## config.mk

```make
export PLATFORM = sky130hd
export DESIGN_NAME = int_arb
export DESIGN_NICKNAME = d
export VERILOG_FILES = /design/src/rtl/int_arb_pkg.sv /design/src/rtl/int_arb_gateway.sv /design/src/rtl/int_arb.sv
export SDC_FILE = /design/constraint.sdc
export NUM_CORES = 1
export LEC_CHECK = 0
export CORE_UTILIZATION = 49
export CTS_CLUSTER_DIAMETER = 150
export DETAILED_ROUTE_END_ITERATION = 8
export GPL_ROUTABILITY_DRIVEN = 0
export PLACE_DENSITY = 0.78
export SYNTH_ARGS = -nofsm -noshare
export SYNTH_HDL_FRONTEND = slang
export SYNTH_SLANG_ARGS = --single-unit
```

## constraint.sdc

```tcl
create_clock -name clk -period 9.9 [get_ports clk]
set_input_delay 1.98 -clock clk [delete_from_list [all_inputs] [get_ports clk]]
set_output_delay 1.98 -clock clk [all_outputs]
set_load 0.02 [all_outputs]
```

## src/rtl/int_arb_pkg.sv

```systemverilog
// int_pkg: register offsets, gateway state encoding and ID sizing shared by int_arb and int_gateway.
package int_pkg;
  localparam int ID_W = 4;
  localparam logic [7:0] ADDR_PEND  = 8'h40;
  localparam logic [7:0] ADDR_EN    = 8'h44;
  localparam logic [7:0] ADDR_THR   = 8'h48;
  localparam logic [7:0] ADDR_CLAIM = 8'h4C;
  typedef enum logic [1:0] {
    GW_IDLE    = 2'd0,
    GW_PEND    = 2'd1,
    GW_CLAIMED = 2'd2
  } gw_state_e;
  function automatic logic [7:0] prio_addr(input int id);
    return 8'(4 * id);
  endfunction
endpackage

```

## src/rtl/int_arb_gateway.sv

```systemverilog
// int_gateway: one source's IDLE/PEND/CLAIMED gateway; level requests by default, rising-edge requests when INT_ARB_EDGE_EN is defined.
module int_gateway
  import int_pkg::*;
(
  input  logic clk,
  input  logic rstn,
  input  logic irq,
  input  logic claim,
  input  logic complete,
  output logic pend
);
  gw_state_e state;
  logic req;
`ifdef INT_ARB_EDGE_EN
  logic irq_d;
  // delayed copy of the source line for rising-edge detection
  always_ff @(posedge clk or negedge rstn) begin
    if (!rstn) irq_d <= 1'b0;
    else irq_d <= irq;
  end
  assign req = irq & ~irq_d;
`else
  assign req = irq;
`endif
  // gateway FSM; requests seen outside IDLE are dropped, pend mirrors the PEND state
  always_ff @(posedge clk or negedge rstn) begin
    if (!rstn) begin
      state <= GW_IDLE;
      pend  <= 1'b0;
    end else begin
      unique case (state)
        GW_IDLE: if (req) begin
          state <= GW_PEND;
          pend  <= 1'b1;
        end
        GW_PEND: if (claim) begin
          state <= GW_CLAIMED;
          pend  <= 1'b0;
        end
        GW_CLAIMED: if (complete) state <= GW_IDLE;
        default: begin
          state <= GW_IDLE;
          pend  <= 1'b0;
        end
      endcase
    end
  end
endmodule

```

## src/rtl/int_arb.sv

```systemverilog
// int_arb: interrupt arbiter with per-source gateways, priority/enable/threshold registers and claim/complete; INT_ARB_EDGE_EN selects edge-triggered sources.
module int_arb
  import int_pkg::*;
#(
  parameter int SRC_NUM = 8,
  parameter int PRIO_W  = 3
) (
  input  logic               clk,
  input  logic               rstn,
  input  logic [SRC_NUM-1:0] src_irq,
  input  logic               reg_vld,
  input  logic               reg_wr,
  input  logic [7:0]         reg_addr,
  input  logic [31:0]        reg_wdata,
  output logic               reg_rdy,
  output logic [31:0]        reg_rdata,
  output logic               ext_irq
);
  logic [PRIO_W-1:0] prio [1:SRC_NUM];
  logic [SRC_NUM:1]  en;
  logic [SRC_NUM:1]  pend;
  logic [PRIO_W-1:0] thr;
  logic [ID_W-1:0]   best_id;
  logic [ID_W-1:0]   best_nxt;
  logic [PRIO_W-1:0] best_p;
  logic [31:0]       rdata_nxt;
  logic rd, wr, claim_rd, cmp_wr;
  assign rd       = reg_vld & ~reg_wr;
  assign wr       = reg_vld & reg_wr;
  assign claim_rd = rd && reg_addr == ADDR_CLAIM;
  assign cmp_wr   = wr && reg_addr == ADDR_CLAIM;
  for (genvar g = 1; g <= SRC_NUM; g++) begin : gw
    int_gateway u_gw (
      .clk      (clk),
      .rstn     (rstn),
      .irq      (src_irq[g-1]),
      .claim    (claim_rd && best_id == ID_W'(g)),
      .complete (cmp_wr && reg_wdata == 32'(g)),
      .pend     (pend[g])
    );
  end
  // highest eligible priority wins, lowest ID on ties; the ID being claimed this cycle is excluded so it never wins twice
  always_comb begin
    best_nxt = '0;
    best_p   = '0;
    for (int i = 1; i <= SRC_NUM; i++) begin
      if (pend[i] && en[i] && prio[i] > thr && prio[i] > best_p && !(claim_rd && best_id == ID_W'(i))) begin
        best_nxt = ID_W'(i);
        best_p   = prio[i];
      end
    end
  end
  // writable configuration registers
  always_ff @(posedge clk or negedge rstn) begin
    if (!rstn) begin
      for (int i = 1; i <= SRC_NUM; i++) prio[i] <= '0;
      en  <= '0;
      thr <= '0;
    end else if (wr) begin
      for (int i = 1; i <= SRC_NUM; i++) if (reg_addr == prio_addr(i)) prio[i] <= reg_wdata[PRIO_W-1:0];
      if (reg_addr == ADDR_EN) en <= reg_wdata[SRC_NUM:1];
      if (reg_addr == ADDR_THR) thr <= reg_wdata[PRIO_W-1:0];
    end
  end
  // read mux; unmapped addresses return 0
  always_comb begin
    rdata_nxt = '0;
    for (int i = 1; i <= SRC_NUM; i++) if (reg_addr == prio_addr(i)) rdata_nxt = 32'(prio[i]);
    rdata_nxt = reg_addr == ADDR_PEND  ? 32'({pend, 1'b0}) :
                reg_addr == ADDR_EN    ? 32'({en, 1'b0}) :
                reg_addr == ADDR_THR   ? 32'(thr) :
                reg_addr == ADDR_CLAIM ? 32'(best_id) : rdata_nxt;
  end
  // registered access response, winner and interrupt line
  always_ff @(posedge clk or negedge rstn) begin
    if (!rstn) begin
      reg_rdy   <= 1'b0;
      reg_rdata <= '0;
      best_id   <= '0;
      ext_irq   <= 1'b0;
    end else begin
      reg_rdy   <= reg_vld;
      reg_rdata <= rd ? rdata_nxt : '0;
      best_id   <= best_nxt;
      ext_irq   <= best_nxt != '0;
    end
  end
endmodule

```

==> impl_metrics.py <==
metrics = {
    "sta": {
        "drv_slew": 0,
        "hold_viol_final": 0,
        "setup-violations-final": 5,
        "period_needed_ns": 10.94,
        "slew_headroom": 0.374,
        "max_freq_mhz": 91.4,
        "finalClockSkew_ns": 0.00720,
        "min_period_over_period": 1.10,
        "setup_ws_ns": -1.04,
        "tightest_slew_ns": 0.940,
        "rsz0062_at_grt": "true",
    },
    "routing": {
        "dr.pass1.iters": 7,
        "dr_total_vias": 5162,
        "wirelength_mm": 16.5,
        "drt-initial-drc-count": 665,
        "route.detailed.wl_per_inst_um": 20.0,
        "vias_per_cell": 6.26,
        "detail-route-antenna-nets": 0,
        "drcViolationCount": 0,
    },
    "critical_path": {
        "worstSetupPathType": "primary input to flop",
        "cp-start-kind": "primary input",
        "critPathRequiredTime_ns": 10.16,
        "cpMaxStageDelayCell": "or3_4",
        "cp-end-kind": "flop",
        "cp_common_cell": "buf_4",
        "max_stage_delay_ns": 0.42,
        "critPathMaxFanout": 5,
        "worstPathArrival_ns": 11.20,
    },
    "cells_and_area": {
        "area_delta_synth_final_pct": 34.4,
        "drive_gt1_frac": 0.284,
        "fin_nets": 777,
        "diodes": 0,
        "final_util": 0.691,
        "nFillCells": 738,
    },
    "synth": {
        "synth.largest_area_cell": "dfrtp_1",
        "synth-edff-count": 0,
        "synth-main-ff-cell": "dfrtp_1",
        "ys.warnings.count": 0,
        "seq_area_frac_synth": 0.364,
        "yosysUniqueCellTypes": 69,
        "async_flop_share": 1.00,
        "syn_area_per_cell_sq_um": 9.29,
        "synth_area_leaders": "dfrtp_1 36%, ha_1 9.6%, mux2_2 6.0%",
        "ys_ff_latch": 74,
        "synth.top_cell.area_share": 0.364,
        "synth_area_sq_um": 5090,
        "synth_cells": 548,
    },
    "pwr": {
        "p_leak_nw": 3.04,
        "vdd_drop_max_v": 0.0000734,
        "cellPowerDensity_nw_per_um2": 96.5,
        "power_w": 0.000661,
    },
    "global_routing": {
        "grt_usage": 0.308,
        "grt-ovfl-total": 0,
        "grt_pass1_wl_mm": 25.9,
        "grt_pass1_vias": 5086,
        "grt_max_degree": 75,
        "antenna_found_initial": 0,
    },
    "flow_run": {
        "drv_cap": 0,
    },
    "die": {
        "die_x_um": 104,
        "initial_core_util": 0.514,
        "dieHeight_um": 104,
        "placementRows": 36,
        "coreArea_sq_um": 9910,
        "io_pins": 86,
        "dieArea_sq_um": 10800,
    },
    "cts": {
        "ctsRootBufferMaster": "clkbuf_8",
        "worstSkewPairLatency_ns": 0.36,
        "clk_pin_slew_worst_paths_ns": 0.08,
        "cts.sinks": 74,
        "cts_tree": "built",
        "cts_max_level": 3,
        "cts-buffers-inserted": 9,
        "cts.path.max_buffers": 2,
    },
    "placed_design": {
        "io_buffers": 62,
        "place_worst_setup_slack_ns": -1.99,
        "dpl.hpwl_mm": 11.5,
    },
    "outcome": {
        "status": "finished with violations",
        "violations": "setup timing",
    },
    "worst_hold_path": {
        "hp-class": "flop to flop",
    },
}
-- cell families (layout without fill, tap and decap cells) --
| family | Yosys count | after routing | synth area share |
|---|---|---|---|
| compound gates | 129 | 129 | 0.175 |
| fa+ha+maj | 40 | 40 | 0.0978 |
| buf+inv | 63 | 184 | 0.0653 |
| flops | 74 | 74 | 0.364 |
| mux | 34 | 34 | 0.0793 |
| other cells | 1 | 23 | 0.000736 |
| simple gates | 207 | 207 | 0.218 |
-- Yosys cell counts (3+ instances only) --
cell type / instances
nor2b_1: 8
a31oi_1: 7
mux2i_1: 4
nor2_1: 45
a21o_1: 5
nand3_1: 21
inv_1: 27
nand3b_1: 10
a22oi_1: 8
or2_2: 3
nand4_1: 7
a211oi_1: 9
nor3_1: 13
buf_4: 25
a21oi_1: 17
mux2_2: 27
o2111ai_1: 3
nand2_1: 50
nand2b_1: 3
nor3b_1: 3
and3_1: 5
o21a_1: 5
ha_1: 39
a22o_1: 7
o21ai_0: 35
o221ai_1: 3
clkbuf_1: 8
o21bai_1: 3
and2_1: 8
dfrtp_1: 74
nor4_1: 14
o41ai_1: 3
-- critical path, delay by kind of cell --
family / cells / cell delay [ns]
AO/OA/AOI/OAI: 13 / 1.98
adder cells (fa/ha/maj): 6 / 1.60
buffers and inverters: 15 / 1.96
multiplexers: 3 / 1.02
AND/OR/NAND/NOR: 16 / 2.66
-- report_power, final --
| group | switching [W] | leakage, nW | internal [W] |
|---|---|---|---|
| Clock | 0.000123 | 0.0922 | 0.000124 |
| Sequential | 0.0000106 | 0.952 | 0.000310 |
| Combinational | 0.0000513 | 2.00 | 0.0000415 |
| Total | 0.000185 | 3.04 | 0.000476 |
-- through the flow --
| step | instances | instance area, sq um | hold WS (ns) | TNS (ns) |
|---|---|---|---|---|
| after floorplan | 570 | 5320 | 0.447 | -6.24 |
| after global placement | 774 | 6210 | 0.470 | -8.02 |
| after detailed placement | 774 | 6210 | 0.481 | -9.75 |
| after CTS | 820 | 6730 | 0.494 | -3.46 |
| after global routing | 824 | 6850 | 0.513 | -7.02 |
| final | 824 | 6850 | 0.502 | -4.99 |
-- placed cells by master, fill, tap and decap left out, types with 4 or more instances in the layout --
cell type and count:
mux2i_1 4, clkdlybuf4s50_1 51, dfrtp_1 74, a21oi_2 4
a21o_1 5, nand2_1 50, nor2_2 4, a211oi_1 9
o21a_1 5, buf_2 6, nor4_1 13, o21ai_0 31
conb_1 23, mux2_4 4, and3_1 4, buf_4 78
and2_1 5, a22oi_1 8, mux2_2 24, nor3_1 12
nor2b_1 4, nand4_1 7, nand3_1 17, nor2_1 39
clkbuf_8 10, ha_1 33, inv_1 26, ha_4 5
a21oi_1 12, a31oi_1 5, a22o_1 7, nand3b_1 10
-- layer usage --
layer	up-vias	global-route usage	part of all wire
met5	-	0	0
met4	0	0.155	0.052
met3	87	0.0589	0.093
li1	2278	-	-
met2	330	0.508	0.47
met1	2467	0.386	0.39
-- final cells by class --
class                   instances  area [sq um]  area share
flip-flops and latches         74          1850       0.271
repair buffers                141          1200       0.175
inverters                      27           104      0.0152
clock inverters                 5          61.3     0.00896
multi-input cells             433          3320       0.486
well taps                     133           166      0.0243
clock buffers                  11           141      0.0207
-- state kept, by name, indices dropped and copies added (netlist names) --
register and flops:
reg_rdy 1, gw.u_gw.state 16, ext_irq 1, en 8, thr 3, prio 24
gw.u_gw.pend 8, best_id 4, reg_rdata 9
-- path summary, 6_finish.rpt --
kind | startpoint | to | slack (ns) | cells past startpoint
setup reg to reg | prio[23] | best_id[2] | -0.01 | 53
min in group asynchronous | rstn | prio[17] | 1.73 | 1
hold / removal | gw[7].u_gw.state[1] | gw[7].u_gw.state[0] | 0.50 | 1
max in group asynchronous | rstn | prio[0] | 7.53 | 1
setup / recovery | reg_addr[5] | best_id[2] | -1.04 | 53
hold reg to reg | gw[7].u_gw.state[1] | gw[7].u_gw.state[0] | 0.50 | 1
-- repair_timing --
item,CTS,global route
gates resized for setup,69,20
pin swaps,40,21
setup buffers,30,4
hold buffers,0,0
endpoints found under the setup margin,5,5
No activity file was read; power rests on OpenSTA's default activity.
